**src/rtl/spi_pkg.sv**
```systemverilog
// Shared types for the SPI master: FSM states, SPI mode encodings and the
// slave-select index width helper.
package spi_pkg;

    typedef enum logic [2:0] {
        IDLE,
        SETUP,
        SHIFT,
        HOLD,
        DONE
    } spi_state_e;

    // Encoded as {cpol, cpha}.
    typedef enum logic [1:0] {
        MODE0 = 2'b00,
        MODE1 = 2'b01,
        MODE2 = 2'b10,
        MODE3 = 2'b11
    } spi_mode_e;

    function automatic int ss_width(input int num_ss);
        return (num_ss <= 1) ? 1 : $clog2(num_ss);
    endfunction

endpackage

```
**src/rtl/spi_clkgen.sv**
```systemverilog
// SCLK half-period divider: produces a tick every CLK_DIV cycles while the
// frame is running, and splits SHIFT-phase ticks into leading/trailing strobes.
module spi_clkgen #(
    parameter int CLK_DIV = 2
) (
    input  logic clk,
    input  logic reset,
    input  logic run,
    input  logic shift,
    output logic tick,
    output logic lead,
    output logic trail
);

    localparam int CW = (CLK_DIV <= 1) ? 1 : $clog2(CLK_DIV);
    localparam logic [CW-1:0] LAST = CW'(CLK_DIV - 1);

    logic [CW-1:0] div_cnt;
    logic          phase;

    assign tick  = run && (div_cnt == LAST);
    assign lead  = tick && shift && !phase;
    assign trail = tick && shift && phase;

    // NOTE: state registers use non-blocking assignments so every flop samples pre-edge values.
    always_ff @(posedge clk or negedge reset) begin
        if (!reset) begin
            div_cnt <= '0;
            phase   <= 1'b0;
        end else begin
            if (!run || tick)
                div_cnt <= '0;
            else
                div_cnt <= div_cnt + 1'b1;

            if (!shift)
                phase <= 1'b0;
            else if (tick)
                phase <= !phase;
        end
    end

endmodule

```
**src/rtl/spi_master_core.sv**
```systemverilog
// Single-frame SPI master: captures a request, drives SS/SCLK/MOSI for one
// DATA_W-bit frame in the requested mode and bit order, and returns the RX word.
module spi_master_core
    import spi_pkg::*;
#(
    parameter int DATA_W  = 8,
    parameter int NUM_SS  = 1,
    parameter int CLK_DIV = 2
) (
    input  logic                          clk,
    input  logic                          reset,
    input  logic                          start,
    input  logic [DATA_W-1:0]             tx_data,
    input  logic [ss_width(NUM_SS)-1:0]   ss_sel,
    input  logic                          cpol,
    input  logic                          cpha,
    input  logic                          lsb_first,
    output logic                          busy,
    output logic                          done,
    output logic [DATA_W-1:0]             rx_data,
    output logic                          sclk,
    output logic                          mosi,
    input  logic                          miso,
    output logic [NUM_SS-1:0]             ss_n
);

    localparam int SS_W = ss_width(NUM_SS);
    localparam int BW   = $clog2(DATA_W);
    localparam logic [BW-1:0] LAST_BIT = BW'(DATA_W - 1);

    spi_state_e          state;
    spi_mode_e           mode_r;
    logic                lsb_r;
    logic [DATA_W-1:0]   tx_sr;
    logic [DATA_W-1:0]   rx_sr;
    logic [BW-1:0]       bit_cnt;
    logic [NUM_SS-1:0]   ss_dec;
    logic                run, shift, tick, lead, trail;

    assign run   = (state == SETUP) || (state == SHIFT) || (state == HOLD);
    assign shift = (state == SHIFT);

    spi_clkgen #(.CLK_DIV(CLK_DIV)) u_clkgen (
        .clk   (clk),
        .reset (reset),
        .run   (run),
        .shift (shift),
        .tick  (tick),
        .lead  (lead),
        .trail (trail)
    );

    // An out-of-range index matches no bit, so every select stays high.
    always_comb begin
        // NOTE: default first so every path assigns ss_dec and no latch is inferred.
        ss_dec = '1;
        for (int i = 0; i < NUM_SS; i++)
            if (ss_sel == SS_W'(i))
                ss_dec[i] = 1'b0;
    end

    function automatic logic out_bit(input logic [DATA_W-1:0] w, input logic lsb);
        return lsb ? w[0] : w[DATA_W-1];
    endfunction

    function automatic logic [DATA_W-1:0] advance(input logic [DATA_W-1:0] w, input logic lsb);
        return lsb ? (w >> 1) : (w << 1);
    endfunction

    function automatic logic [DATA_W-1:0] shift_in(input logic [DATA_W-1:0] w,
                                                   input logic lsb, input logic b);
        return lsb ? {b, w[DATA_W-1:1]} : {w[DATA_W-2:0], b};
    endfunction

    always_ff @(posedge clk or negedge reset) begin
        if (!reset) begin
            state   <= IDLE;
            mode_r  <= MODE0;
            lsb_r   <= 1'b0;
            tx_sr   <= '0;
            rx_sr   <= '0;
            bit_cnt <= '0;
            sclk    <= 1'b0;
            mosi    <= 1'b0;
            ss_n    <= '1;
            busy    <= 1'b0;
            done    <= 1'b0;
            rx_data <= '0;
        end else begin
            done <= 1'b0;
            case (state)
                IDLE: begin
                    sclk <= cpol;
                    mosi <= 1'b0;
                    if (start) begin
                        state   <= SETUP;
                        busy    <= 1'b1;
                        mode_r  <= spi_mode_e'({cpol, cpha});
                        lsb_r   <= lsb_first;
                        rx_sr   <= '0;
                        bit_cnt <= '0;
                        ss_n    <= ss_dec;
                        // cpha=0 presents the first bit before the first SCLK edge.
                        if (cpha) begin
                            tx_sr <= tx_data;
                        end else begin
                            mosi  <= out_bit(tx_data, lsb_first);
                            tx_sr <= advance(tx_data, lsb_first);
                        end
                    end
                end
                SETUP: begin
                    sclk <= mode_r[1];
                    if (tick)
                        state <= SHIFT;
                end
                SHIFT: begin
                    if (tick)
                        sclk <= !sclk;
                    if (lead) begin
                        if (mode_r[0]) begin
                            mosi  <= out_bit(tx_sr, lsb_r);
                            tx_sr <= advance(tx_sr, lsb_r);
                        end else begin
                            rx_sr <= shift_in(rx_sr, lsb_r, miso);
                        end
                    end
                    if (trail) begin
                        if (mode_r[0]) begin
                            rx_sr <= shift_in(rx_sr, lsb_r, miso);
                        end else begin
                            mosi  <= out_bit(tx_sr, lsb_r);
                            tx_sr <= advance(tx_sr, lsb_r);
                        end
                        if (bit_cnt == LAST_BIT) begin
                            bit_cnt <= '0;
                            state   <= HOLD;
                        end else begin
                            bit_cnt <= bit_cnt + 1'b1;
                        end
                    end
                end
                HOLD: begin
                    sclk <= mode_r[1];
                    if (tick) begin
                        state   <= DONE;
                        ss_n    <= '1;
                        done    <= 1'b1;
                        rx_data <= rx_sr;
                        mosi    <= 1'b0;
                    end
                end
                DONE: begin
                    state <= IDLE;
                    busy  <= 1'b0;
                end
                default: state <= IDLE;
            endcase
        end
    end

endmodule

```
**config.mk**
```make
export PLATFORM = sky130hd
export DESIGN_NAME = spi_master_core
export DESIGN_NICKNAME = d
export VERILOG_FILES = /design/src/rtl/spi_pkg.sv /design/src/rtl/spi_clkgen.sv /design/src/rtl/spi_master_core.sv
export SDC_FILE = /design/constraint.sdc
export NUM_CORES = 1
export LEC_CHECK = 0
export ABC_CLOCK_PERIOD_IN_PS = 1850
export BUFFER_PORTS_ARGS = -buffer_cell sky130_fd_sc_hd__buf_2
export CORE_MARGIN = 5
export CORE_UTILIZATION = 30
export DETAILED_ROUTE_END_ITERATION = 12
export PLACE_DENSITY = 0.51
export SYNTH_ARGS = -nofsm -noshare
export SYNTH_HDL_FRONTEND = slang
export SYNTH_SLANG_ARGS = --single-unit
```
**constraint.sdc**
```tcl
create_clock -name clk -period 1.85 [get_ports clk]
set_clock_uncertainty 0.2 [all_clocks]
set_input_delay 0.185 -clock clk [delete_from_list [all_inputs] [get_ports clk]]
set_output_delay 0.185 -clock clk [all_outputs]
set_load 0.01 [all_outputs]
```
* Word-level counts from Yosys, hierarchy flattened *
Index checks and enable logic that the tools add are counted.
Widths: inputs -> output; s select.

storage, ports and cells
  flip-flop bits (word level) = 40
  bits in latches = 0
  memory bits (writable) = 0
  bits in read-only memories = 0
  input port bits = 16
  output and inout bits = 13
  logic and storage cells = 102
  memories kept = 0

cells by class
  add/subtract/negate cells = 2
  $mul = 0
  divide/modulo/power cells = 0
  order comparisons = 0
  equal/unequal tests = 11
  shift operators = 0
  mux-type cells = 49
  bitwise gates (word level) = 0
  reduce and logical (&&, ||, !) cells = 26

operators with widths
  cell                 number
  $mux 8               14
  $pmux 8 s2           2
  $mux 3               8
  $mux 1               19
  $pmux 3 s4           1
  $reduce_and 2->1     6
  $ne 2x2->1 const B   4
  $eq 3x2->1 const B   2
  $eq 3x3->1 const B   2
  $pmux 1 s3           2
  $pmux 3 s2           1
  $reduce_and 3->1     2
  $reduce_bool 2->1    3
  $reduce_bool 3->1    2
  $reduce_and 5->1     1
  $logic_and 1x1->1    4
  $ne 2x1->1 const B   2
  $pmux 1 s2           2
  $add 3x1->3 const B  1
  $eq 3x1->1 const B   1
  $logic_not 1->1      3
  $logic_not 3->1      1
  $logic_or 1x1->1     3
  $reduce_or 2->1      1
  $add 1x1->1 const B  1

* Logic depth before layout (Yosys ltp) *
Gate-level depths: netlist (run 1).

  depth in word-level cells = 10
  depth in mapped cells = 6

* Cells and area by module *
Synthesis (run 1) repeated with hierarchy kept, for this count alone.

second synthesis, totals
  cells, all modules = 190
  area total of the unflattened synthesis = 2053.2 sq um

by module, submodules not included
  module           times used  cells each  area each (sq um)  seq. area each (sq um)
  spi_master_core  1           181         1960.6             952.2
  spi_clkgen       1           9           92.6               50.0

* Least setup slack after synthesis (run 1) *
Ideal clock, no wire load.

  path kind = reg-to-reg
  start = register state[0]
  end = register rx_sr[0]
  setup time = 0.134 ns
  arrival = 1.436 ns
  data required time = 1.516 ns
  setup slack = 0.080 ns
  cell stages (with the launch flop) = 7
  path through = dfrtp_1 -> buf_6 -> or4b_1 -> buf_2 -> buf_2 -> nand3_1 -> o21ai_0

between the ends
  longest elaborated chain between the ends = 10
  elaborated cells between the ends (all ways) = 17
  classes of those cells = eq/ne: 4; mux: 4; reduce/logical: 9

ends and longest elaborated chain
  item                                      line                                                                 RTL
  from (decl)                               spi_master_core.sv:31                                                spi_state_e state;
  from (signal assigned)                    spi_master_core.sv:77                                                state <= IDLE;
  from (signal assigned)                    spi_master_core.sv:96                                                state <= SETUP;
  from (signal assigned)                    spi_master_core.sv:115                                               state <= SHIFT;
  $eq 3x1->1 or $eq 3x2->1 (tied branches)  spi_master_core.sv:40, spi_master_core.sv:41, spi_master_core.sv:91
  $logic_or 1x1->1 (2 in series)            spi_master_core.sv:40                                                assign run = (state == SETUP) || (state == SHIFT) || (state == HOLD);
  $logic_and 1x1->1                         spi_clkgen.sv:21                                                     assign tick = run && (div_cnt == LAST);
  $logic_and 1x1->1                         spi_clkgen.sv:22, spi_clkgen.sv:23
  $logic_and 1x1->1                         spi_clkgen.sv:22                                                     assign lead = tick && shift && !phase;
  $mux 8                                    spi_master_core.sv:120                                               if (lead) begin
  $mux 8                                    spi_master_core.sv:129                                               if (mode_r[0]) begin
  $mux 8                                    spi_master_core.sv:128                                               if (trail) begin
  $pmux 8 s2                                spi_master_core.sv:91                                                case (state)
  to (signal assigned)                      spi_master_core.sv:125                                               rx_sr <= shift_in(rx_sr, lsb_r, miso);
  to (signal assigned)                      spi_master_core.sv:130                                               rx_sr <= shift_in(rx_sr, lsb_r, miso);
  to (decl)                                 spi_master_core.sv:35                                                logic [DATA_W-1:0] rx_sr;

Parallel ways exist; a longest one is shown, timed or not.
A chain may end at the register's enable or synchronous reset.

* Final worst setup path (run 1) *
  start = register state[1]
  end = register tx_sr[4]

between the ends
  longest elaborated chain between the ends = 10
  elaborated cells between the ends (all ways) = 17
  classes of those cells = eq/ne: 4; mux: 4; reduce/logical: 9

ends and longest elaborated chain
  item                                      line                                                                 RTL
  $eq 3x1->1 or $eq 3x2->1 (tied branches)  spi_master_core.sv:40, spi_master_core.sv:41, spi_master_core.sv:91
  $logic_or 1x1->1 (2 in series)            spi_master_core.sv:40
  $logic_and 1x1->1                         spi_clkgen.sv:21
  $logic_and 1x1->1                         spi_clkgen.sv:22, spi_clkgen.sv:23
  $logic_and 1x1->1                         spi_clkgen.sv:22
  $mux 8                                    spi_master_core.sv:120
  $mux 8                                    spi_master_core.sv:129
  $mux 8                                    spi_master_core.sv:128
  $pmux 8 s2                                spi_master_core.sv:91
  to (signal assigned)                      spi_master_core.sv:105                                               tx_sr <= tx_data;
  to (signal assigned)                      spi_master_core.sv:123                                               tx_sr <= advance(tx_sr, lsb_r);
  to (signal assigned)                      spi_master_core.sv:133                                               tx_sr <= advance(tx_sr, lsb_r);
  to (decl)                                 spi_master_core.sv:34                                                logic [DATA_W-1:0] tx_sr;

Parallel ways exist; a longest one is shown, timed or not.

==> summary.md, run 1 <==
| Metric | Value |
|---|---|
| TritonCTS Buffers | 5 |
| Final hold vios | 0 |
| Synth cell types | 39 |
| Antenna violations before repair | 0 |
| # port buffers | 28 |
| Startpoint types | register |
| Final Non-Filler Cells | between 300 and 400 |
| Seq/Total Area, Yosys | 0.480 |
| Crit share post-route | 0.950 |
| Final setup fails | 0 |
| Fmax achieved | 569 MHz |
| DR vias/cell | slightly below 5 |
| Multi-input logic area | roughly 1000 um2 |
| Die H | 93.5 um |
| Vias in the first global route | 1722 |
| Post-route core utilization | 0.387 |
| Pwr Density | about 1600 nW/um2 |
| Mapped cell area | 2090 um2 |
| Critical Path RT | 1840 ps |
| Hold Path Origin | ss_sel |
| Critical path type | register to register |
| Met2 wire length | 2.29 mm |
| DIE AREA | 8730 um2 |
| Share of cells above drive strength 1 | 0.289 |
| Post-route ant nets | 0 |
| Storage cell area | 1000 um2 |
| I/O pin cnt | 29 |
| FFs w/ async S/R, synth | 1.00 |
| DR top layer | met4 |
| Post-Syn Instances | 211 |
| Hpwl dp | around 3.5 mm |
| Placeable Area | slightly below 7000 um2 |
| Status | complete, no violations |
| # fillers | 689 |
| Inst Count DP | around 340 |
| Remaining Overflow, GRT | 0 |
| Post-Syn Area per Cell | 9.90 um2 |
| Ys flop type | dfrtp_1 |
| CP Max Fanout | 8 |
| Vias | 1694 |
| Htree depth | 2 |
| Clock Sinks | 40 |
| Placer Congestion | 0.761 |
| Crit path DAT | 1750 ps |
| Worst vdd ir | 0.000669 V |
| Worst-margin pin slew | 535 ps |
| Worst-Skew Late Latency | between 200 and 300 ps |
| P_leak | between 1 and 1.5 nW |
| Hold depth | 3 |
| Initial Util | 0.308 |
| Worst flop-to-flop path endpoint | tx_sr[4] |
| Min cycle time layout | 1760 ps |
| Row cnt | 30 |
| Post CTS Setup Buffer Count | 0 |
| Total iterations of the first detailed-routing run | 4 |
| First-pass GRT wire length | 8.38 mm |
| Hold Crit Endpoint | ss_n |
| Post-synth EDFFs | 0 |
| Crit. End Element | register |
| Yosys reg bits | 40 |
| Initial DRC Count | 62 |
| Final slew viol count | 0 |
| P&R area growth vs syn | 25.8% |
| Mapped Nets | approximately 230 |
| Max capacitance violation total | 0 |
| RSZ-0062 raised after global routing | false |
| Diodes inserted | 0 |
| Chip width | 93.5 um |
| TritonCTS clock tree | built |
| HP Class | input port to register |
| CTS max path bufs | 2 |
| Start of the worst register-to-register path | state[1] |
| WL/cell | 13.9 um |
| Largest net degree at the start of global routing | 41 |
| Clk pin slew, worst setup/hold paths | 80 ps |
| Flop2flop setup slack | 90 ps |
| Final net count | 274 |
| Met3 Routed Length | 158 um |
| Slew Limit Headroom | 0.644 |
| Post-Route WL | 4.88 mm |
| Total track usage | 0.121 |
| Synth warn | 0 |
| DR DRC count | 0 |
| Setup TNS | 0 ps |
| Reg2Reg Depth | 5 |
| Root buf cell | clkbuf_8 |
| Met1 Wirelength | 2.37 mm |
-- power breakdown --
| part | internal [W] | switching, W |
|---|---|---|
| registers | 0.00123 | 0.000284 |
| logic | 0.000888 | 0.000942 |
| clock network | 0.000531 | 0.000319 |
| total | 0.00264 | 0.00155 |
-- routing by layer --
layer,vias to the layer above,global-route usage
met5,-,0
li1,832,-
met1,834,0.165
met4,0,0.0391
met3,8,0.0274
met2,20,0.188
-- cell usage in the layout, fill, tap and decap left out, types with 2 or more instances in the layout --
cell type      synthesis  layout
dlygate4sd3_1          0       3
nor3_1                 4       3
o21ai_0               12      12
mux2i_1               21      21
nor3b_1                2       2
nor2b_1                2       2
inv_1                  4       4
ha_1                   2       2
clkbuf_8               0       5
mux2_2                 8       8
a21oi_1                7       7
nand3_1               12      12
nand2b_1               2       2
nand2_1               40      40
buf_2                  7      28
nor4b_1                2       2
buf_4                  0      20
nor2_1                14      14
a221oi_1               7       6
dfrtp_1               39      39
bufinv_16              0       2
-- through the flow --
stage	power, W	hold WS [ps]	instance area, um2	worst slack, ps
global placement	0.00328	93.1	2440	28.8
detailed placement	0.00330	93.5	2440	16.4
global route	0.00453	48.1	2630	23.6
floorplan	0.00267	-311	2090	80.4
finish	0.00419	20.2	2630	92.9
CTS	0.00417	20.1	2600	9.31
-- cell families (layout without fill, tap and decap cells) --
group	after synthesis	count (layout)	synth area share
multiplexers	29	29	0.144
XOR/XNOR	3	3	0.0162
flip-flops	40	40	0.480
AO/OA/AOI/OAI	34	34	0.115
AND/OR/NAND/NOR	84	84	0.192
buffers and inverters	19	64	0.0419
adder cells (fa/ha/maj)	2	2	0.0120
-- final cells by class --
class	count	area share
Tap cell	96	0.0457
Timing Repair Buffer	52	0.126
Clock buffer	5	0.0262
Multi-Input combinational cell	152	0.391
Clock inverter	2	0.0228
Sequential cell	40	0.381
Inverter	5	0.00714
-- worst max-delay path, stage by stage (launching register included) --
cell and delay, ps:
dfrtp_1 390, or4b_4 570, o41ai_4 80, buf_6 180
nor2_1 40, a221oi_1 210
-- synth_stat cells, types with 2 or more instances --
cell	instances	share of area
mux2i_1	21	0.10
a221oi_1	7	0.029
dfrtp_1	39	0.47
nand2_1	40	0.072
ha_1	2	0.012
nor2b_1	2	0.0060
o21ai_0	12	0.029
nand2b_1	2	0.0060
nor3_1	4	0.0096
a21oi_1	7	0.017
clkbuf_1	5	0.0090
nor2_1	14	0.025
nor3b_1	2	0.0072
nand3_1	12	0.029
buf_2	7	0.017
inv_1	4	0.0072
mux2_2	8	0.043
nor4b_1	2	0.0084
-- sequential cells by signal, summed over array words and instances (netlist names) --
signal	cells
rx_sr	8
rx_data	8
state	3
bit_cnt	3
ss_n	1
u_clkgen.phase	1
lsb_r	1
mode_r	2
mosi	1
sclk	1
busy	1
tx_sr	8
done	1
u_clkgen.div_cnt	1
-- timing repair --
action                                 CTS  global route
setup endpoints to repair                0            10
hold buffers                             3             0
endpoints found under the hold margin   41             0
resized for setup                        0             7
-- worst max path at each step --
stage	startpoint	end	slack, ps	cells past startpoint
2_1_floorplan	state[0]	rx_sr[0]	80	6
3_3_place_gp	state[1]	tx_sr[5]	30	5
5_1_grt	state[1]	tx_sr[5]	20	5
3_5_place_dp	state[1]	tx_sr[1]	20	5
4_1_cts	state[1]	tx_sr[5]	9	5
6_report	state[1]	tx_sr[4]	90	5
(Power assumes the default switching activity.)
==> run 2: changes to the inputs <==
Settings changed: CELL_PAD_IN_SITES_DETAIL_PLACEMENT set to 0, CELL_PAD_IN_SITES_GLOBAL_PLACEMENT set to 1, CORE_MARGIN 5 to 10, PLACE_DENSITY 0.51 to 0.62, SKIP_CTS_REPAIR_TIMING set to 1.
==> summary.md, run 2 (synthesis gave the netlist of run 1 again) <==
| Metric | Value |
|---|---|
| Die H | 103 um |
| Total iterations of the first detailed-routing run | 4 |
| HP Class | input port to register |
| Antenna violations before repair | 0 |
| Post-Place Cell Area | 2470 um2 |
| # fillers | 687 |
| Chip width | slightly above 100 um |
| Clk pin slew, worst setup/hold paths | approximately 80 ps |
| GRT Max-Usage Layer | met2 |
| Multi-input logic area | 1070 um2 |
| Total track usage | 0.0992 |
| DR DRC count | 0 |
| TritonCTS clock tree | built |
| # port buffers | 28 |
| Root buf cell | clkbuf_8 |
| DIE AREA | 10700 um2 |
| GRT met1 Usage | 0.131 |
| P&R area growth vs syn | 29.9% |
| TritonCTS Buffers | 5 |
| Startpoint types | register |
| WL/cell | approximately 15 um |
| Final setup fails | 0 |
| Most frequent cells in the layout | nand2_1, dfrtp_1, buf_2, mux2i_1, buf_4 |
| Worst vdd ir | 0.000494 V |
| Min cycle time layout | around 1800 ps |
| Placeable Area | around 6800 um2 |
| Post-route ant nets | 0 |
| Remaining Overflow, GRT | 0 |
| Htree depth | 2 |
| Critical Path RT | between 1500 and 2000 ps |
| Worst slack at placement | -24.7 ps |
| Fmax achieved | between 500 and 600 MHz |
| Worst-Skew Late Latency | 290 ps |
| CTS max path bufs | 2 |
| Max capacitance violation total | 0 |
| Worst Setup SP | state[1] |
| CP Max Fanout | 8 |
| Vias in the first global route | 1731 |
| Initial Util | 0.308 |
| Crit share post-route | 0.979 |
| I/O pin cnt | 29 |
| Largest net degree at the start of global routing | 18 |
| M2 GR Usage | 0.157 |
| Vias | 1674 |
| Row cnt | 30 |
| Hpwl dp | 3.77 mm |
| Setup ws final | between 30 and 40 ps |
| Final slew viol count | 0 |
| Crit path DAT | between 1500 and 2000 ps |
| Pwr Density | 1610 nW/um2 |
| Placer Congestion | 0.791 |
| Met3 Usage GRT | 0.0266 |
| Post-Route WL | 5.19 mm |
| RSZ-0062 raised after global routing | true |
| Share of cells above drive strength 1 | 0.322 |
| Diodes inserted | 0 |
| Storage cell area | 1000 um2 |
| Critical path type | register to register |
| DR vias/cell | 4.73 |
| P_leak | about 1.3 nW |
| Initial DRC Count | 46 |
| Final hold vios | 0 |
| Start of the worst register-to-register path | state[1] |
| First-pass GRT wire length | 8.45 mm |
| Status | complete, no violations |
| Most common cell after layout, fill and taps aside | nand2_1 |
| Final net count | 276 |
| Fin area | 2720 um2 |
| Hold Path Origin | ss_sel |
| Clock Sinks | 40 |
| Slew Limit Headroom | 0.735 |
| Regs by FF count | rx_data (8), rx_sr (8), tx_sr (8) |
| Crit. End Element | register |
| Worst-margin pin slew | 397 ps |
## run 2: metrics by stage
| stage | total power (W) | setup TNS [ps] | cells | util | hold slack (ps) |
|---|---|---|---|---|---|
| finish | 0.00437 | 0 | 354 | 0.400 | 1.12 |
| global route | 0.00471 | -27.7 | 354 | 0.400 | 35.5 |
| CTS | 0.00421 | -80.3 | 350 | 0.383 | -389 |
| detailed placement | 0.00335 | -42.4 | 343 | 0.364 | -72.8 |
| global placement | 0.00333 | -3.48 | 343 | 0.364 | -74.9 |
| floorplan | 0.00267 | 0 | 211 | - | -311 |
## run 2: area by class of cell
cell class                      count  area share
Clock inverter                      2      0.0221
Timing Repair Buffer               54       0.137
Inverter                            5     0.00829
Sequential cell                    40       0.370
Clock buffer                        5      0.0253
Multi-Input combinational cell    152       0.393
Tap cell                           96      0.0442
## run 2: final timing paths
path	depth (start not counted)	slack (ps)	endpoint
max	5	40	tx_sr[3]
min	3	1	ss_n
max reg2reg	5	40	tx_sr[3]
min reg2reg	2	280	rx_data[0]
max in group asynchronous	3	800	rx_sr[4]
min in group asynchronous	2	150	mode_r[0]
## run 2: metal layers
layer,wire length (um),vias up
li1,-,832
met1,2510,819
met2,2460,21
met3,193,2
met4,23,0
met5,0,-
## run 2: power by group
part	switching [W]	leakage (nW)	internal (W)
sequential	0.000300	0.507	0.00123
combinational	0.00100	0.720	0.00100
clock	0.000306	0.0642	0.000531
total	0.00161	1.29	0.00276
## run 2: critical path, cell delays in order (launching register included)
cell      delay (ps)
dfrtp_1          430
or4b_4           580
o41ai_4           70
buf_6            170
nor2_1            40
a221oi_1         210
==> run 3: changes to the inputs <==
==> constraint.sdc (replaced) <==
create_clock -name clk -period 1.85 [get_ports clk]
set_clock_uncertainty 0.2 [all_clocks]
set_input_delay 0 -clock clk [delete_from_list [all_inputs] [get_ports clk]]
set_output_delay 0 -clock clk [all_outputs]
set_load 0.01 [all_outputs]
==> summary.md, run 3 (synthesis gave the netlist of run 1 again) <==
| Metric | Value |
|---|---|
| Status | complete, no violations |
| Total track usage | 0.0973 |
| RSZ-0062 raised after global routing | true |
| Final setup fails | 0 |
| Crit share post-route | 0.971 |
| I/O pin cnt | 29 |
| Worst path bufs/invs | 1 |
| P_leak | 1.32 nW |
| Vias | between 1500 and 2000 |
| Most common cell after layout, fill and taps aside | nand2_1 |
| Largest net degree at the start of global routing | 35 |
| Fin area | 2800 um2 |
| Top delay family on crit path | simple AND/OR/NAND/NOR gates |
| Startpoint types | register |
| Max capacitance violation total | 0 |
| Chip width | roughly 100 um |
| Htree depth | 2 |
| Crit-path cells | buf_12 > or3b_2 > a211oi_2 > a221oi_2 |
| Worst vdd ir | 0.000637 V |
| Share of cells above drive strength 1 | 0.293 |
| Clk pin slew, worst setup/hold paths | about 80 ps |
| Initial DRC Count | 75 |
| Multi-input logic area | ~1100 um2 |
| Root buf cell | clkbuf_8 |
| Clock Sinks | 40 |
| CP Max Fanout | 10 |
| Antenna violations before repair | 0 |
| Placeable Area | 6790 um2 |
| Setup ws final | 52.7 ps |
| Post-route ant nets | 0 |
| Post-Place Cell Area | 2460 um2 |
| GRT Max-Usage Layer | met2 |
| Highest cell delay on the worst timing path | 550 ps |
| Worst slack at placement | -39.7 ps |
| Critical Path RT | about 1800 ps |
| Post-Route WL | 5.23 mm |
| Initial Util | 0.308 |
| Pwr Density | about 1500 nW/um2 |
| GRT met1 Usage | 0.133 |
| Worst-margin pin slew | 317 ps |
| # port buffers | 28 |
| Most frequent cells in the layout | nand2_1, dfrtp_1, buf_2, mux2i_1, buf_4 |
| Crit-path slowest cell | or3b_2 |
| Diodes inserted | 0 |
| TritonCTS Buffers | 5 |
| M2 GR Usage | 0.146 |
| DR DRC count | 0 |
| CTS max path bufs | 2 |
| Worst-Skew Late Latency | approximately 290 ps |
| Crit path DAT | 1770 ps |
| HP Class | input port to asynchronous set/reset pin |
| Final net count | about 290 |
| Critical path type | register to register |
| Storage cell area | 1000 um2 |
| Die H | about 100 um |
| Hpwl dp | 3.64 mm |
| TritonCTS clock tree | built |
| Total iterations of the first detailed-routing run | 4 |
| DR vias/cell | approximately 4.6 |
| Crit. End Element | register |
| Fmax achieved | 556 MHz |
| P&R area growth vs syn | 34.1% |
| Final slew viol count | 0 |
| Vias in the first global route | 1659 |
| Remaining Overflow, GRT | 0 |
| Min cycle time layout | 1800 ps |
| First-pass GRT wire length | between 8 and 9 mm |
| Slew Limit Headroom | 0.789 |
| Met3 Usage GRT | 0.0299 |
| Regs by FF count | rx_data (8), rx_sr (8), tx_sr (8) |
| Final hold vios | 0 |
| DIE AREA | 10700 um2 |
| Placer Congestion | just under 0.8 |
| Row cnt | 30 |
| # fillers | 671 |
| WL/cell | 14.3 um |
==> run 3: layout make-up <==
| class | count | share of cell area |
|---|---|---|
| Clock inverter | 2 | 0.0138 |
| Tap cell | 96 | 0.0429 |
| Timing Repair Buffer | 65 | 0.174 |
| Multi-Input combinational cell | 152 | 0.375 |
| Sequential cell | 40 | 0.358 |
| Inverter | 5 | 0.00670 |
| Clock buffer | 6 | 0.0295 |
==> run 3: through the flow <==
stage / power [W] / instances / util / hold WS [ps] / setup TNS (ps)
finish: 0.00420 / 366 / 0.412 / 50.7 / 0
CTS: 0.00411 / 349 / 0.379 / -644 / -101
detailed placement: 0.00333 / 341 / 0.362 / -329 / -75.3
global placement: 0.00332 / 341 / 0.362 / -329 / 0
floorplan: 0.00267 / 211 / - / -496 / 0
global route: 0.00456 / 366 / 0.412 / 67.6 / -30.0
==> run 3: report_power, final <==
group	switching (W)	internal, W
clock network	0.000315	0.000441
registers	0.000301	0.00123
logic	0.000974	0.000945
==> run 3: metal layers <==
layer / vias up / part of all wire
li1: 863 / -
met1: 813 / 0.51
met2: 18 / 0.46
met3: 0 / 0.029
met4: 0 / 0
met5: - / 0
==> run 3: final timing paths <==
path | startpoint | endpoint | slack [ps] | cells past startpoint
min reg2reg | rx_data[0] | rx_data[0] | 270 | 2
max in group asynchronous | reset | state[0] | 680 | 3
max reg2reg | state[1] | tx_sr[6] | 50 | 4
min in group clk | rx_data[0] | rx_data[0] | 270 | 2
min | reset | ss_n | 50 | 2
max | state[1] | tx_sr[6] | 50 | 4
